$ cat config.mk
export PLATFORM = sky130hd
export DESIGN_NAME = sram_arbiter_flat
export DESIGN_NICKNAME = d
export VERILOG_FILES = /design/src/rtl/sram_arbiter_if.sv /design/src/rtl/sram_arbiter.sv /design/src/flat_wrapper.sv
export SDC_FILE = /design/constraint.sdc
export NUM_CORES = 1
export LEC_CHECK = 0
export ABC_AREA = 1
export CORE_MARGIN = 2
export CORE_UTILIZATION = 26
export CTS_CLUSTER_DIAMETER = 100
export DETAILED_ROUTE_END_ITERATION = 10
export SETUP_SLACK_MARGIN = 0.05
export SKIP_LAST_GASP = 1
export SYNTH_ARGS = -nofsm -noshare
export SYNTH_HDL_FRONTEND = slang
export SYNTH_SLANG_ARGS = --single-unit
$ cat constraint.sdc
create_clock -name clk -period 15 [get_ports clk]
set_input_delay 3 -clock clk [delete_from_list [all_inputs] [get_ports clk]]
set_output_delay 3 -clock clk [all_outputs]
set_load 0.1 [all_outputs]
$ cat src/rtl/sram_arbiter_if.sv
// Requester-side bus between one SRAM client (core LSU or loader DMA)
// and the SRAM arbiter: request fields in, completion pulse and data out.
interface sram_arbiter_if;
   logic        req;
   logic        we;
   logic [1:0]  size;
   logic [31:0] addr;
   logic [31:0] wdata;
   logic        ready;
   logic        err;
   logic [31:0] rdata;

   modport master (output req, we, size, addr, wdata,
                   input  ready, err, rdata);
   modport slave  (input  req, we, size, addr, wdata,
                   output ready, err, rdata);
endinterface

$ cat src/rtl/sram_arbiter.sv
// Two-requester round-robin SRAM arbiter. Word accesses go straight to
// memory; byte/halfword writes do a read-modify-write through MERGE.
// Illegal requests are answered with err after one cycle and never write.
module sram_arbiter #(
   parameter logic [31:0] SRAM_LIMIT = 32'h0000ffff
) (
   input  logic        clk,
   input  logic        rst,
   sram_arbiter_if.slave m0,
   sram_arbiter_if.slave m1,
   output logic [31:0] sram_addr,
   output logic [31:0] w_sram,
   output logic        w_sram_en,
   input  logic [31:0] r_sram
);

   localparam logic [1:0] IDLE   = 2'd0;
   localparam logic [1:0] ACCESS = 2'd1;
   localparam logic [1:0] MERGE  = 2'd2;
   localparam logic [1:0] RESP   = 2'd3;

   localparam logic [1:0] SZ_BYTE = 2'b00;
   localparam logic [1:0] SZ_HALF = 2'b01;
   localparam logic [1:0] SZ_WORD = 2'b10;

   logic [1:0]  state_r;
   logic        prio_r;      // 0: m0 wins a tie, 1: m1 wins a tie
   logic        gnt_r;       // 0: m0 owns the transaction, 1: m1
   logic        we_r;
   logic [1:0]  size_r;
   logic [31:0] addr_r;
   logic [31:0] wdata_r;
   logic        m0_ready_r, m1_ready_r, m0_err_r, m1_err_r;
   logic [31:0] m0_rdata_r, m1_rdata_r;
   logic [31:0] sram_addr_r, w_sram_r;
   logic        w_sram_en_r;

   logic        any_req_s, grant_m1_s, sel_we_s, sel_illegal_s;
   logic [1:0]  sel_size_s;
   logic [31:0] sel_addr_s, sel_wdata_s;

   // Misaligned, reserved-size or out-of-range accesses are rejected.
   function automatic logic is_illegal(input logic [1:0] size, input logic [31:0] addr);
      logic bad;
      bad = 1'b0;
      case (size)
         SZ_BYTE: bad = 1'b0;
         SZ_HALF: bad = addr[0];
         SZ_WORD: bad = (addr[1:0] != 2'b00);
         default: bad = 1'b1;
      endcase
      return bad | (addr > SRAM_LIMIT);
   endfunction

   // Extract the addressed lane(s) of a memory word, zero-extended.
   function automatic logic [31:0] read_lane(input logic [31:0] word, input logic [1:0] ofs,
                                             input logic [1:0] size);
      logic [31:0] sh_b, sh_h, res;
      sh_b = word >> {ofs, 3'b000};
      sh_h = word >> {ofs[1], 4'b0000};
      case (size)
         SZ_BYTE: res = {24'h000000, sh_b[7:0]};
         SZ_HALF: res = {16'h0000, sh_h[15:0]};
         default: res = word;
      endcase
      return res;
   endfunction

   // Replace the addressed lane(s) of a memory word with right-justified write data.
   function automatic logic [31:0] merge_lane(input logic [31:0] word, input logic [1:0] ofs,
                                              input logic [1:0] size, input logic [31:0] wdata);
      logic [31:0] mask_b, mask_h, data_b, data_h, res;
      mask_b = 32'h000000ff << {ofs, 3'b000};
      mask_h = 32'h0000ffff << {ofs[1], 4'b0000};
      data_b = {24'h000000, wdata[7:0]} << {ofs, 3'b000};
      data_h = {16'h0000, wdata[15:0]} << {ofs[1], 4'b0000};
      case (size)
         SZ_BYTE: res = (word & ~mask_b) | data_b;
         SZ_HALF: res = (word & ~mask_h) | data_h;
         default: res = wdata;
      endcase
      return res;
   endfunction

   // Round-robin pick between the two requesters and mux the winner's fields.
   always_comb begin
      any_req_s  = m0.req | m1.req;
      grant_m1_s = 1'b0;
      if (m0.req && m1.req) begin
         grant_m1_s = prio_r;
      end else if (m1.req) begin
         grant_m1_s = 1'b1;
      end else begin
         grant_m1_s = 1'b0;
      end
      sel_we_s      = grant_m1_s ? m1.we    : m0.we;
      sel_size_s    = grant_m1_s ? m1.size  : m0.size;
      sel_addr_s    = grant_m1_s ? m1.addr  : m0.addr;
      sel_wdata_s   = grant_m1_s ? m1.wdata : m0.wdata;
      sel_illegal_s = is_illegal(sel_size_s, sel_addr_s);
   end

   // Transaction FSM; every output is a register so strobes and pulses are glitch-free.
   always_ff @(posedge clk or posedge rst) begin
      if (rst) begin
         state_r     <= IDLE;
         prio_r      <= 1'b0;
         gnt_r       <= 1'b0;
         we_r        <= 1'b0;
         size_r      <= 2'b00;
         addr_r      <= 32'h00000000;
         wdata_r     <= 32'h00000000;
         m0_ready_r  <= 1'b0;
         m1_ready_r  <= 1'b0;
         m0_err_r    <= 1'b0;
         m1_err_r    <= 1'b0;
         m0_rdata_r  <= 32'h00000000;
         m1_rdata_r  <= 32'h00000000;
         sram_addr_r <= 32'h00000000;
         w_sram_r    <= 32'h00000000;
         w_sram_en_r <= 1'b0;
      end else begin
         m0_ready_r  <= 1'b0;
         m1_ready_r  <= 1'b0;
         m0_err_r    <= 1'b0;
         m1_err_r    <= 1'b0;
         w_sram_en_r <= 1'b0;
         case (state_r)
            IDLE: begin
               if (any_req_s) begin
                  gnt_r       <= grant_m1_s;
                  prio_r      <= ~grant_m1_s;
                  we_r        <= sel_we_s;
                  size_r      <= sel_size_s;
                  addr_r      <= sel_addr_s;
                  wdata_r     <= sel_wdata_s;
                  sram_addr_r <= {sel_addr_s[31:2], 2'b00};
                  if (sel_illegal_s) begin
                     state_r <= RESP;
                     if (grant_m1_s) begin
                        m1_ready_r <= 1'b1;
                        m1_err_r   <= 1'b1;
                     end else begin
                        m0_ready_r <= 1'b1;
                        m0_err_r   <= 1'b1;
                     end
                  end else begin
                     state_r <= ACCESS;
                     if (sel_we_s && (sel_size_s == SZ_WORD)) begin
                        w_sram_en_r <= 1'b1;
                        w_sram_r    <= sel_wdata_s;
                     end else begin
                        w_sram_en_r <= 1'b0;
                     end
                  end
               end else begin
                  state_r <= IDLE;
               end
            end
            ACCESS: begin
               if (we_r && (size_r != SZ_WORD)) begin
                  state_r     <= MERGE;
                  w_sram_en_r <= 1'b1;
                  w_sram_r    <= merge_lane(r_sram, addr_r[1:0], size_r, wdata_r);
               end else begin
                  state_r <= RESP;
                  if (gnt_r) begin
                     m1_ready_r <= 1'b1;
                     if (!we_r) begin
                        m1_rdata_r <= read_lane(r_sram, addr_r[1:0], size_r);
                     end else begin
                        m1_rdata_r <= m1_rdata_r;
                     end
                  end else begin
                     m0_ready_r <= 1'b1;
                     if (!we_r) begin
                        m0_rdata_r <= read_lane(r_sram, addr_r[1:0], size_r);
                     end else begin
                        m0_rdata_r <= m0_rdata_r;
                     end
                  end
               end
            end
            MERGE: begin
               state_r <= RESP;
               if (gnt_r) begin
                  m1_ready_r <= 1'b1;
               end else begin
                  m0_ready_r <= 1'b1;
               end
            end
            RESP: begin
               state_r <= IDLE;
            end
            default: begin
               state_r <= IDLE;
            end
         endcase
      end
   end

   assign m0.ready  = m0_ready_r;
   assign m1.ready  = m1_ready_r;
   assign m0.err    = m0_err_r;
   assign m1.err    = m1_err_r;
   assign m0.rdata  = m0_rdata_r;
   assign m1.rdata  = m1_rdata_r;
   assign sram_addr = sram_addr_r;
   assign w_sram    = w_sram_r;
   assign w_sram_en = w_sram_en_r;

endmodule
$ cat src/flat_wrapper.sv
// flat-port wrapper written by rule: the top's interface ports become plain ports
module sram_arbiter_flat 
#(
   parameter logic [31:0] SRAM_LIMIT = 32'h0000ffff
)
  (clk, rst, sram_addr, w_sram, w_sram_en, r_sram, m0_req, m0_we, m0_size, m0_addr, m0_wdata, m0_ready, m0_err, m0_rdata, m1_req, m1_we, m1_size, m1_addr, m1_wdata, m1_ready, m1_err, m1_rdata);
  sram_arbiter_if m0_i ();
  sram_arbiter_if m1_i ();
  input  logic clk;
  input  logic rst;
  output logic [31:0] sram_addr;
  output logic [31:0] w_sram;
  output logic w_sram_en;
  input  logic [31:0] r_sram;
  input wire logic [$bits(m0_i.req)-1:0] m0_req;
  input wire logic [$bits(m0_i.we)-1:0] m0_we;
  input wire logic [$bits(m0_i.size)-1:0] m0_size;
  input wire logic [$bits(m0_i.addr)-1:0] m0_addr;
  input wire logic [$bits(m0_i.wdata)-1:0] m0_wdata;
  output wire logic [$bits(m0_i.ready)-1:0] m0_ready;
  output wire logic [$bits(m0_i.err)-1:0] m0_err;
  output wire logic [$bits(m0_i.rdata)-1:0] m0_rdata;
  input wire logic [$bits(m1_i.req)-1:0] m1_req;
  input wire logic [$bits(m1_i.we)-1:0] m1_we;
  input wire logic [$bits(m1_i.size)-1:0] m1_size;
  input wire logic [$bits(m1_i.addr)-1:0] m1_addr;
  input wire logic [$bits(m1_i.wdata)-1:0] m1_wdata;
  output wire logic [$bits(m1_i.ready)-1:0] m1_ready;
  output wire logic [$bits(m1_i.err)-1:0] m1_err;
  output wire logic [$bits(m1_i.rdata)-1:0] m1_rdata;
  assign m0_i.req = m0_req;
  assign m0_i.we = m0_we;
  assign m0_i.size = m0_size;
  assign m0_i.addr = m0_addr;
  assign m0_i.wdata = m0_wdata;
  assign m0_ready = m0_i.ready;
  assign m0_err = m0_i.err;
  assign m0_rdata = m0_i.rdata;
  assign m1_i.req = m1_req;
  assign m1_i.we = m1_we;
  assign m1_i.size = m1_size;
  assign m1_i.addr = m1_addr;
  assign m1_i.wdata = m1_wdata;
  assign m1_ready = m1_i.ready;
  assign m1_err = m1_i.err;
  assign m1_rdata = m1_i.rdata;
  sram_arbiter #(.SRAM_LIMIT(SRAM_LIMIT)) u_core (.clk(clk), .rst(rst), .m0(m0_i), .m1(m1_i), .sram_addr(sram_addr), .w_sram(w_sram), .w_sram_en(w_sram_en), .r_sram(r_sram));
endmodule
# --- After elaboration in Yosys (flattened, before gate mapping) ---
# Index checks and enable logic that the tools add are counted.
# W data, S select, Z words.
totals:
  latch_bits: 0
  elab_cells: 95
  memories: 0
  in_bits: 170
  mem_bits_ro: 0
  ramBits: 0
  register_bits: 172
  out_inout_bits: 133
op_classes:
  eq_ne: 11
  bitwise_logic: 12
  div_mod_pow: 0
  reduce_logical: 12
  n_shift: 6
  mul: 0
  add_sub_neg: 0
  muxes: 37
  order_cmp: 1
op_table:
  columns: ["op", "n"]
  rows:
  - ["$mux W32", 6]
  - ["$pmux W32 S2", 3]
  - ["$and A32 B32 Y32", 2]
  - ["$not A32 Y32", 2]
  - ["$or A32 B32 Y32", 2]
  - ["$gt A32 B16 Y1 const B", 1]
  - ["$shl A16 B5 Y32", 1]
  - ["$shl A16 B5 Y32 const A", 1]
  - ["$shl A8 B5 Y32", 1]
  - ["$shl A8 B5 Y32 const A", 1]
  - ["$shr A32 B5 Y16", 1]
  - ["$shr A32 B5 Y8", 1]
  - ["$mux W1", 20]
  - ["$pmux W1 S3", 3]
  - ["$pmux W2 S4", 1]
  - ["$reduce_and A4 Y1", 2]
  - ["$eq A2 B1 Y1 const B", 3]
  - ["$eq A2 B2 Y1 const B", 3]
  - ["$logic_not A2 Y1", 3]
  - ["$mux W2", 3]
  - ["$ne A2 B1 Y1 const B", 3]
  - ["$reduce_and A5 Y1", 1]
  - ["$ne A2 B2 Y1 const B", 2]
  - ["$not A1 Y1", 4]
  - ["other kinds (5)", 9]

# --- Logic depth before layout (Yosys ltp) ---
# Gate-level depths: netlist of run 1.
depth:
  ltp_word: 9
  depth_mapped: 16
  ltp_nobuf: 14

# --- Least setup slack after synthesis of run 1 ---
# OpenSTA, ideal clock, no wires.
synth_timing:
  path_kind: "input port to flip-flop"
  start: "input port m1_req"
  end: "register u_core.w_sram_r[0] (netlist: u_core.w_sram[0])"
  setup_slack_ns: 10.545
  required_time_ns: 14.878
  n_path_buf: 3
  arrival_time_ns: 4.333
  setup_ns: 0.122
  cell_stages: 14
  path_cell_list: "buf_4 -> buf_2 -> nand3b_1 -> nand2_1 -> nand2_1 -> nor2_1 -> nand2_1 -> nor2_2 -> nand3_1 -> nand2_2 -> nand2_4 -> buf_6 -> nand2_1 -> nand2_1"
synth_between:
  elab_chain_len: 8
  elab_cells_between_ends: 24
  cone_classes: "order compare: 1; eq/ne: 5; mux: 11; bitwise: 2; reduce/logical: 5"
synth_lines:
  columns: ["item", "line_no", "rtl"]
  rows:
  - ["start, declared", "flat_wrapper.sv:23", "input wire logic [$bits(m1_i.req)-1:0] m1_req;"]
  - ["parallel branches: the longest is 8 deep, another holds $gt A32 B16 Y1", null, null]
  - ["end signal, assigned", "sram_arbiter.sv:151", "w_sram_r <= sel_wdata_s;"]
  - ["end signal, assigned", "sram_arbiter.sv:164", "w_sram_r <= merge_lane(r_sram, addr_r[1:0], size_r, wdata_r);"]
  - ["end, declared", "sram_arbiter.sv:35", "logic [31:0] sram_addr_r, w_sram_r;"]
# Several ways; the timed one is not identified. The select of a mux whose other input is x is not followed.
# A chain may end at the register's enable or synchronous reset.

# --- Worst setup path after layout of run 1 ---
layout_timing:
  start: "input port m1_req"
  end: "register u_core.w_sram_r[12] (netlist: u_core.w_sram[12])"
# The elaborated chain is that of the path after synthesis.

==> results of run 1 <==
metrics by stage:
| step | utilization, % | setup WS, ns |
|---|---|---|
| after floorplan | - | 7.34 |
| after global placement | 35.9 | 8.49 |
| after detailed placement | 35.9 | 8.35 |
| after CTS | 37.6 | 8.82 |
| after global routing | 37.6 | 8.53 |
| final | 37.6 | 8.85 |
cells by family after synthesis:
| group | Yosys count | synth area share, % |
|---|---|---|
| mux | 48 | 5.58 |
| buf+inv | 139 | 6.67 |
| flops | 172 | 48.0 |
| compound gates | 231 | 14.5 |
| simple gates | 532 | 24.7 |
| fa+ha+maj | 4 | 0.558 |
| other cells | 1 | 0.0418 |
flip-flops by register name, summed over array words and instances, names as in the netlist, 2 cells and up:
register and count:
u_core.addr_r 2, u_core.m0.rdata 32, u_core.m1.rdata 32, u_core.size_r 2, u_core.sram_addr 30, u_core.state_r 2, u_core.w_sram 32, u_core.wdata_r 32
worst paths after layout:
path / slack, ns / depth (start not counted) / end / start
worst max register to register: 11.86 / 12 / u_core.w_sram[12] / u_core.prio_r
worst min register to register: 0.48 / 2 / u_core.w_sram[27] / u_core.w_sram[27]
max in group asynchronous: 10.25 / 3 / u_core.m1.rdata[13] / rst
worst min-delay path: 0.48 / 2 / u_core.w_sram[27] / u_core.w_sram[27]
min in group asynchronous: 3.09 / 2 / u_core.sram_addr[28] / rst
worst max-delay path: 8.85 / 12 / u_core.w_sram[12] / m1_req
cell usage in the layout (no fill, tap or decap), types with 4 or more instances in the layout:
cell,synthesis,layout
nand2_1,379,379
clkdlybuf4s50_1,0,300
dfrtp_1,172,172
o21ai_0,111,111
nand3_1,80,80
inv_1,63,61
a21oi_1,57,56
nor2_1,43,42
mux2i_1,32,32
clkbuf_16,0,17
mux2_2,16,16
nand3b_1,14,14
o22ai_1,13,13
a22oi_1,11,11
buf_4,7,11
o221ai_1,10,10
o21ai_1,7,7
inv_6,0,7
nor3_1,7,6
o2111ai_1,6,6
a31oi_1,6,6
inv_2,4,5
clkinv_4,0,5
a211oi_1,4,4
ha_1,4,4
routing by layer:
metal	GRT usage (%)	routed length (µm)	vias to the layer above
met1	23.6	14200	4188
li1	-	-	4271
met4	7.07	954	4
met5	0	23	-
met2	32.1	16400	344
met3	5.28	2720	53
area by class of cell:
type                       count  area, µm²  share of cell area, %
sequential                   172       4300                   33.4
multi-input combinational    817       4080                   31.6
timing repair buffer         311       3090                   23.9
tap                          455        569                   4.41
clock buffer                  18        439                   3.40
inverter                      69        264                   2.05
clock inverter                14        149                   1.15
antenna                        3       7.51                 0.0582
critical path, stage by stage:
cell,delay (ns)
clkdlybuf4s50_1,0.99
nand2_8,0.48
inv_2,0.37
nand2_1,0.08
o21ai_0,0.14
o21ai_1,0.12
nand2_1,0.10
nand3_1,0.12
nand2_2,0.48
nand2_4,0.34
nand2_1,0.16
nand2_1,0.06
==> summary.txt, run 1 <==
Yosys
  – Avg Cell Area, Syn: a little under 8 µm²
  – Count leader, synth: nand2_1
  – Synth Register Bits: between 150 and 200
  – Yosys cell types: 39
  – Dominant cell type by area after synthesis: dfrtp_1
  – Syn Inst Count: roughly 1100
  – Synthesis warning total: 0
  – Post-synth top area share: a little under half
  – Post-synth EDFFs: 0
  – Async SR Flop Fraction: 100%
  – Post-Syn Area: ~9000 µm²
  – Top FF cell, synth: dfrtp_1
  – Post-synth top cells: 379 x nand2_1, 172 x dfrtp_1, 111 x o21ai_0, 80 x nand3_1, 63 x inv_1
  – Sequential share of the synthesized area: a little under half
  – Ranking of synthesized cells by area: dfrtp_1 48%, nand2_1 16%, o21ai_0 6.2%

Die
  – IO Pins: 303
  – Die Y: roughly 190 µm
  – Die area: 36000 µm²
  – Initial cell density of the core: a little over a quarter
  – Die span in x: roughly 190 µm
  – Core box area: between 30000 and 40000 µm²
  – FP Rows: between 60 and 70

Timing
  – Worst slew pin tran: 1.12 ns
  – Slew Viols, Final: 0
  – Hold Fails Final Rpt: 0
  – Max Fclk: approximately 160 MHz
  – Normalized max-slew margin: approximately a quarter
  – Setup TNS: 0 ns
  – Fin crit period: between 6 and 7 ns
  – Crit share post-route: between 40 and 50%
  – Hold_ws: 0.476 ns
  – RSZ-0062 raised after global routing: false
  – Setup Viol. Count Final: 0
  – Worst Skew: around 0.019 ns

GRT
  – Global-route usage over all layers: around a fifth
  – Largest net degree at the start of global routing: 96
  – Grt total ovfl: 0
  – Vias in the first global route: just under 9000
  – First-pass GRT wire length: between 50000 and 60000 µm
  – Initial antenna violation count: 4

Placed design
  – IO Port Bufs: 300
  – Routability Congestion: approximately 0.9
  – Post-DP HPWL: ~26000 µm
  – Inst Count DP: 1824
  – Placed cell area: 12300 µm²

Min path
  – Worst min-delay path class: reg2reg

Clocking
  – Cts bufs inserted: 17
  – CTS sink count: between 150 and 200
  – Worst-Skew Late Latency: 0.45 ns
  – Post-CTS setup buffer count: 0
  – Root Buffer Master: clkbuf_16
  – Hold Buf Count CTS: 0
  – Longest Clk Path Bufs: 2
  – CTS tree: yes
  – Post-cts resize count: 0
  – H-tree depth: 4
  – Reg clk slew, reported paths: around 0.070 ns

Detailed routing
  – Iteration-0 DRC Markers: between 600 and 700
  – # DRC: 0
  – Detailed Routing Iterations Pass 1: 6
  – Antenna violation net count after detailed routing: 0
  – Total wire length: about 34000 µm
  – Via count: around 9000
  – Drt wl/cell: 18.5 µm
  – Vias per cell: between 4 and 5

Finish
  – Final Instance Area: ~13000 µm²
  – Final std cells w/o fill: roughly 1900
  – Nets: 1562
  – Fillcell total: 3500
  – Share of layout cells above drive strength 1: 5.64%
  – Area growth syn-to-layout: 43.8%

Worst setup path
  – CP Capture Type: flip-flop
  – Crit path required time: approximately 15 ns
  – CP Launch Type: input port
  – Crit Path Category: in2reg
  – Worst Path Max Fanout: between 70 and 80
  – CP Data Arrival Time: 6.48 ns

Job
  – Maxcap violations: 0

Status
  – Status: finished, final reports clean
Power of run 1 is not shown: default switching activity piles up to over one toggle a cycle in this logic, so the estimate is an artifact.
==> inputs of run 2 (changes only) <==
==> constraint.sdc (replaced) <==
create_clock -name clk -period 6 [get_ports clk]
set_input_delay 1.2 -clock clk [delete_from_list [all_inputs] [get_ports clk]]
set_output_delay 1.2 -clock clk [all_outputs]
set_load 0.1 [all_outputs]
==> run 2 against run 1 <==
  * First-iteration DRC count is 1.8% higher
  * Clock skew fell by 0.0011 ns
  * Die area unchanged
  * Worst setup slack worse by 7.2 ns
  * Non-clock buffer count unchanged
  * Worst hold slack worse by 0.0012 ns
  * Flip-flop and latch count is the same
  * Critical path depth unchanged
  * Clock-buffer cell count is 1 higher
  * Global-route usage about the same
  * Sequential share of layout area about the same
  * Critical path type unchanged
==> summary.txt, run 2 (same netlist as run 1, synthesis figures left out) <==
Timing
  – RSZ-0062 raised after global routing: false (unchanged)
  – Normalized max-slew margin: 14.1% (was 24.8%)
  – Setup Viol. Count Final: 0 (unchanged)
  – Hold_ws: 0.475 ns (was 0.476 ns)
  – Crit share post-route: between 70% and 80%
  – Hold Fails Final Rpt: 0 (unchanged)
  – Max Fclk: about 230 MHz
  – Slew Viols, Final: 0 (unchanged)
  – Worst slew pin tran: 1.28 ns (was 1.12 ns)
  – Setup TNS: 0 ns (unchanged)
  – Final WS setup: 1.67 ns (was 8.85 ns)
  – Worst Skew: 0.0182 ns (was 0.0193 ns)
  – Fin crit period: 4.33 ns

Clocking
  – Post-CTS setup buffer count: 0 (unchanged)
  – Reg clk slew, reported paths: 0.07 ns (about the same)
  – CTS tree: yes (unchanged)
  – Longest Clk Path Bufs: 2 (unchanged)
  – Post-cts resize count: 0 (unchanged)
  – H-tree depth: 4 (unchanged)
  – Root Buffer Master: clkbuf_16 (unchanged)
  – Hold Buf Count CTS: 0 (unchanged)
  – CTS sink count: 172 (unchanged)
  – Worst-Skew Late Latency: 0.45 ns (about the same)
  – Cts bufs inserted: 17 (unchanged)

Status
  – Status: finished, final reports clean (unchanged)

Detailed routing
  – # DRC: 0 (unchanged)
  – Iteration-0 DRC Markers: 668 (was 656)
  – Drt wl/cell: 18.5 µm (about the same)
  – Via count: 8869 (was 8860)
  – Vias per cell: 4.78 (was 4.77)
  – Detailed Routing Iterations Pass 1: 5 (was 6)
  – Total wire length: 34400 µm (was 34300 µm)
  – Antenna violation net count after detailed routing: 0 (unchanged)

Finish
  – Nets: 1562 (unchanged)
  – Area growth syn-to-layout: 43.8% (about the same)
  – Most frequent cells in the layout: 379 x nand2_1, 300 x clkdlybuf4s50_1, 172 x dfrtp_1 (unchanged)
  – Commonest non-fill, non-tap cell in the layout: nand2_1 (unchanged)
  – Final std cells w/o fill: 1857 (was 1859)
  – Share of layout cells above drive strength 1: 5.57% (was 5.64%)

Placed design
  – IO Port Bufs: 300 (unchanged)
  – Routability Congestion: 0.880 (was 0.890)
  – Pre-CTS setup slack: 1.17 ns (was 8.35 ns)
  – Inst Count DP: 1824 (unchanged)
  – Post-DP HPWL: 26000 µm (was 25900 µm)

Die
  – Die span in x: 190 µm (unchanged)
  – IO Pins: 303 (unchanged)
  – Die Y: 190 µm (unchanged)
  – Core box area: 34300 µm² (unchanged)
  – Initial cell density of the core: 26.2% (unchanged)
  – Die area: 36000 µm² (unchanged)
  – FP Rows: 68 (unchanged)

Min path
  – Hold Path Origin: u_core.w_sram[19] (was u_core.w_sram[27])
  – Worst min-delay path class: reg2reg (unchanged)

Job
  – Maxcap violations: 0 (unchanged)

Worst setup path
  – Worst path bufs/invs: 3 (was 2)
  – Most used cell, CP: nand2_1 (unchanged)
  – Crit path required time: 6.32 ns (was 15.33 ns)
  – Worst Path Max Fanout: 73 (unchanged)
  – Worst path slowest cell: clkdlybuf4s50_1 (unchanged)
  – CP Data Arrival Time: 4.66 ns (was 6.48 ns)
  – Crit path from: m1_req (unchanged)
  – Cell breakdown of the critical path: clkdlybuf4s50_1 -> nand2_8 -> inv_2 -> nand2_1 -> nand2_1 -> inv_1 -> nor3_1 -> nand3_1 -> nand2_2 -> nand2_4 -> nand2_1 -> nand2_1 (was clkdlybuf4s50_1 -> nand2_8 -> inv_2 -> nand2_1 -> o21ai_0 -> o21ai_1 -> nand2_1 -> nand3_1 -> nand2_2 -> nand2_4 -> nand2_1 -> nand2_1)
  – R2R Path Start: u_core.size_r[1] (was u_core.prio_r)
  – Slowest stage delay, CP: 0.99 ns (about the same)
  – CP Launch Type: input port (unchanged)
  – Critical path's top delay family: simple AND/OR/NAND/NOR gates (unchanged)
  – CP Capture Type: flip-flop (unchanged)
  – Crit Path Category: in2reg (unchanged)

GRT
  – Grt total ovfl: 0 (unchanged)
  – Vias in the first global route: 8705 (was 8844)
  – First-pass GRT wire length: 52000 µm (was 52300 µm)
  – Initial antenna violation count: 0 (was 4)
  – Largest net degree at the start of global routing: 88 (was 96)
  – Global-route usage over all layers: 19.1% (was 19.2%)
[run 2: cell count changes in the layout (fill, tap and decap cells not counted), sizes merged]
cell	delta
clkinvlp	+3
clkinv	-2
diode	-2
inv	-2
clkbuf	+1
[run 2: tightest hold or removal path: stages (launching register included)]
cell	delay, ns
dfrtp_1	0.35
nand2_1	0.05
nand2_1	0.05
[run 2: layout make-up]
class                           count  area (µm²)
Fill cell                        3499       21400
Sequential cell                   172        4300
Multi-Input combinational cell    817        4080
Timing Repair Buffer              311        3100
Tap cell                          455         569
Clock buffer                       19         443
Inverter                           69         264
Clock inverter                     13         131
Antenna cell                        1        2.50
[run 2: path summary, 6_finish.rpt]
kind	to	slack [ns]	depth (start not counted)
max	u_core.w_sram[20]	1.67	12
min	u_core.w_sram[19]	0.47	2
max reg2reg	u_core.w_sram[6]	2.82	12
min reg2reg	u_core.w_sram[19]	0.47	2
max in group asynchronous	u_core.w_sram[2]	3.78	3
min in group asynchronous	u_core.sram_addr[28]	1.27	2
[run 2: metal layers]
layer | vias up | global-route usage (%) | routed length [µm]
li1 | 4268 | - | -
met1 | 4207 | 23.8 | 14400
met2 | 344 | 31.7 | 16300
met3 | 50 | 5.77 | 2790
met4 | 0 | 6.29 | 875
met5 | - | 0 | 0
[run 2: metrics by stage]
stage / area (µm²) / utilization, %
finish: 12900 / 37.6
global route: 12900 / 37.6
global placement: 12300 / 35.9
floorplan: 8970 / -
detailed placement: 12300 / 35.9
CTS: 12900 / 37.6
Power of run 2 is left out for the same reason.
==> inputs of run 3 (changes only) <==
==> constraint.sdc (replaced) <==
create_clock -name clk -period 4.5 [get_ports clk]
set_input_delay 0.9 -clock clk [delete_from_list [all_inputs] [get_ports clk]]
set_output_delay 0.9 -clock clk [all_outputs]
set_load 0.1 [all_outputs]
==> run 3 against run 2 <==
  * Worst hold slack got worse by 0.0012 ns
  * Via count rose by 0.64%
  * Non-clock buffer count rose by 5
  * Register-to-register slack got worse by 1.4 ns
  * Critical path depth rose by 1
  * Cell count rose by 0.38%
  * Clock-buffer cell count did not move
  * Global-route usage fell by 0.42 points
  * Highest routed layer is now met5
  * Worst setup slack got worse by 0.61 ns
  * Flip-flop and latch count did not move
  * Routed wire length fell by 0.43%
==> summary.txt, run 3 (same netlist as run 1, synthesis figures left out) <==
Clocking
  – Cts bufs inserted: 17 (unchanged)
  – CTS tree: yes (unchanged)
  – Worst-Skew Late Latency: 0.45 ns (about the same)
  – Post-CTS setup buffer count: 0 (unchanged)
  – Longest Clk Path Bufs: 2 (unchanged)
  – H-tree depth: 4 (unchanged)
  – Root Buffer Master: clkbuf_16 (unchanged)
  – CTS sink count: 172 (unchanged)
  – Post-cts resize count: 0 (unchanged)
  – Reg clk slew, reported paths: 0.07 ns (about the same)
  – Hold Buf Count CTS: 0 (unchanged)

GRT
  – Grt total ovfl: 0 (unchanged)
  – Initial antenna violation count: 7 (was 0)
  – Global-route usage over all layers: 18.7% (was 19.1%)
  – First-pass GRT wire length: 50800 µm (was 52000 µm)
  – Vias in the first global route: 8639 (was 8705)
  – Largest net degree at the start of global routing: 69 (was 88)

Min path
  – Worst min-delay path class: reg2reg (unchanged)

Detailed routing
  – Via count: 8926 (was 8869)
  – Top sig layer: met5 (was met4)
  – Total wire length: 34200 µm (was 34400 µm)
  – Detailed Routing Iterations Pass 1: 6 (was 5)
  – Iteration-0 DRC Markers: 585 (was 668)
  – Vias per cell: 4.79 (was 4.78)
  – Routed length on met3: 2520 µm (was 2790 µm)
  – WL met2: 16300 µm (about the same)
  – # DRC: 0 (unchanged)
  – Antenna violation net count after detailed routing: 0 (unchanged)
  – M1 wire length: 14500 µm (was 14400 µm)
  – Drt wl/cell: 18.4 µm (was 18.5 µm)

Finish
  – Share of layout cells above drive strength 1: 5.84% (was 5.57%)
  – Fillcell total: 3487 (was 3499)
  – Nets: 1567 (was 1562)
  – Most frequent cells in the layout: 379 x nand2_1, 300 x clkdlybuf4s50_1, 172 x dfrtp_1 (unchanged)
  – Area growth syn-to-layout: 45.0% (was 43.8%)
  – Commonest non-fill, non-tap cell in the layout: nand2_1 (unchanged)

Worst setup path
  – Crit Path Category: in2reg (unchanged)
  – CP Launch Type: input port (unchanged)
  – CP Data Arrival Time: 3.78 ns (was 4.66 ns)
  – Crit path required time: 4.83 ns (was 6.32 ns)
  – CP Capture Type: flip-flop (unchanged)
  – Worst Path Max Fanout: 46 (was 73)

Placed design
  – IO Port Bufs: 300 (unchanged)
  – Routability Congestion: 0.953 (was 0.880)
  – Post-DP HPWL: 26100 µm (was 26000 µm)

Timing
  – Worst Skew: 0.0167 ns (was 0.0182 ns)
  – Normalized max-slew margin: 23.2% (was 14.1%)
  – Setup TNS: 0 ns (unchanged)
  – Max Fclk: slightly below 300 MHz
  – Hold Fails Final Rpt: 0 (unchanged)
  – Worst slew pin tran: 1.15 ns (was 1.28 ns)
  – Setup Viol. Count Final: 0 (unchanged)
  – Fin crit period: ~3.4 ns
  – Crit share post-route: approximately three quarters
  – Slew Viols, Final: 0 (unchanged)
  – RSZ-0062 raised after global routing: false (unchanged)

Status
  – Status: finished, final reports clean (unchanged)

Die
  – Initial cell density of the core: 26.2% (unchanged)
  – Die span in x: 190 µm (unchanged)
  – IO Pins: 303 (unchanged)
  – Die area: 36000 µm² (unchanged)
  – Core box area: 34300 µm² (unchanged)
  – FP Rows: 68 (unchanged)
  – Die Y: 190 µm (unchanged)

Job
  – Maxcap violations: 0 (unchanged)
==> run 3: worst paths after layout <==
check	from	to	slack, ns	cells after the start
hold / removal	u_core.w_sram[25]	u_core.w_sram[25]	0.47	2
max in group asynchronous	rst	u_core.w_sram_en	2.61	3
min in group asynchronous	rst	u_core.m0.rdata[28]	0.99	2
setup / recovery	m0_req	u_core.w_sram[8]	1.05	13
setup reg to reg	u_core.size_r[1]	u_core.w_sram[12]	1.37	10
hold reg to reg	u_core.w_sram[25]	u_core.w_sram[25]	0.47	2
==> run 3: critical path, stage by stage <==
cell	delay, ns
clkdlybuf4s50_1	0.54
nand2_4	0.16
nand2_8	0.32
inv_2	0.21
o21ai_0	0.33
o21ai_1	0.13
nand2_1	0.11
nand3_1	0.13
nand2_2	0.08
buf_4	0.32
nand2_4	0.29
nand2_1	0.15
nand2_1	0.05
==> run 3: per-stage QoR <==
stage	cells	utilization [%]	hold slack [ns]	cell area, µm²	worst slack (ns)
floorplan	1128	-	0.453	8970	1.40
global placement	1829	36.1	0.457	12400	0.772
detailed placement	1829	36.1	0.460	12400	0.614
CTS	1860	37.9	0.476	13000	1.09
global route	1864	37.9	0.504	13000	0.794
finish	1864	37.9	0.474	13000	1.05
==> run 3: cell type report <==
type,count,area (µm²),area share [%]
Sequential cell,172,4300,33.1
Multi-Input combinational cell,817,4080,31.4
Timing Repair Buffer,316,3150,24.2
Tap cell,455,569,4.38
Clock buffer,19,443,3.41
Inverter,69,263,2.02
Clock inverter,12,186,1.43
Antenna cell,4,10.0,0.0770
==> run 3: metal layers <==
layer  global-route usage (%)  up-vias
met4                     6.71        6
li1                         -     4266
met3                     5.53       53
met1                     23.5     4266
met2                     30.6      335
met5                        0        -
Power of run 3 is left out for the same reason.
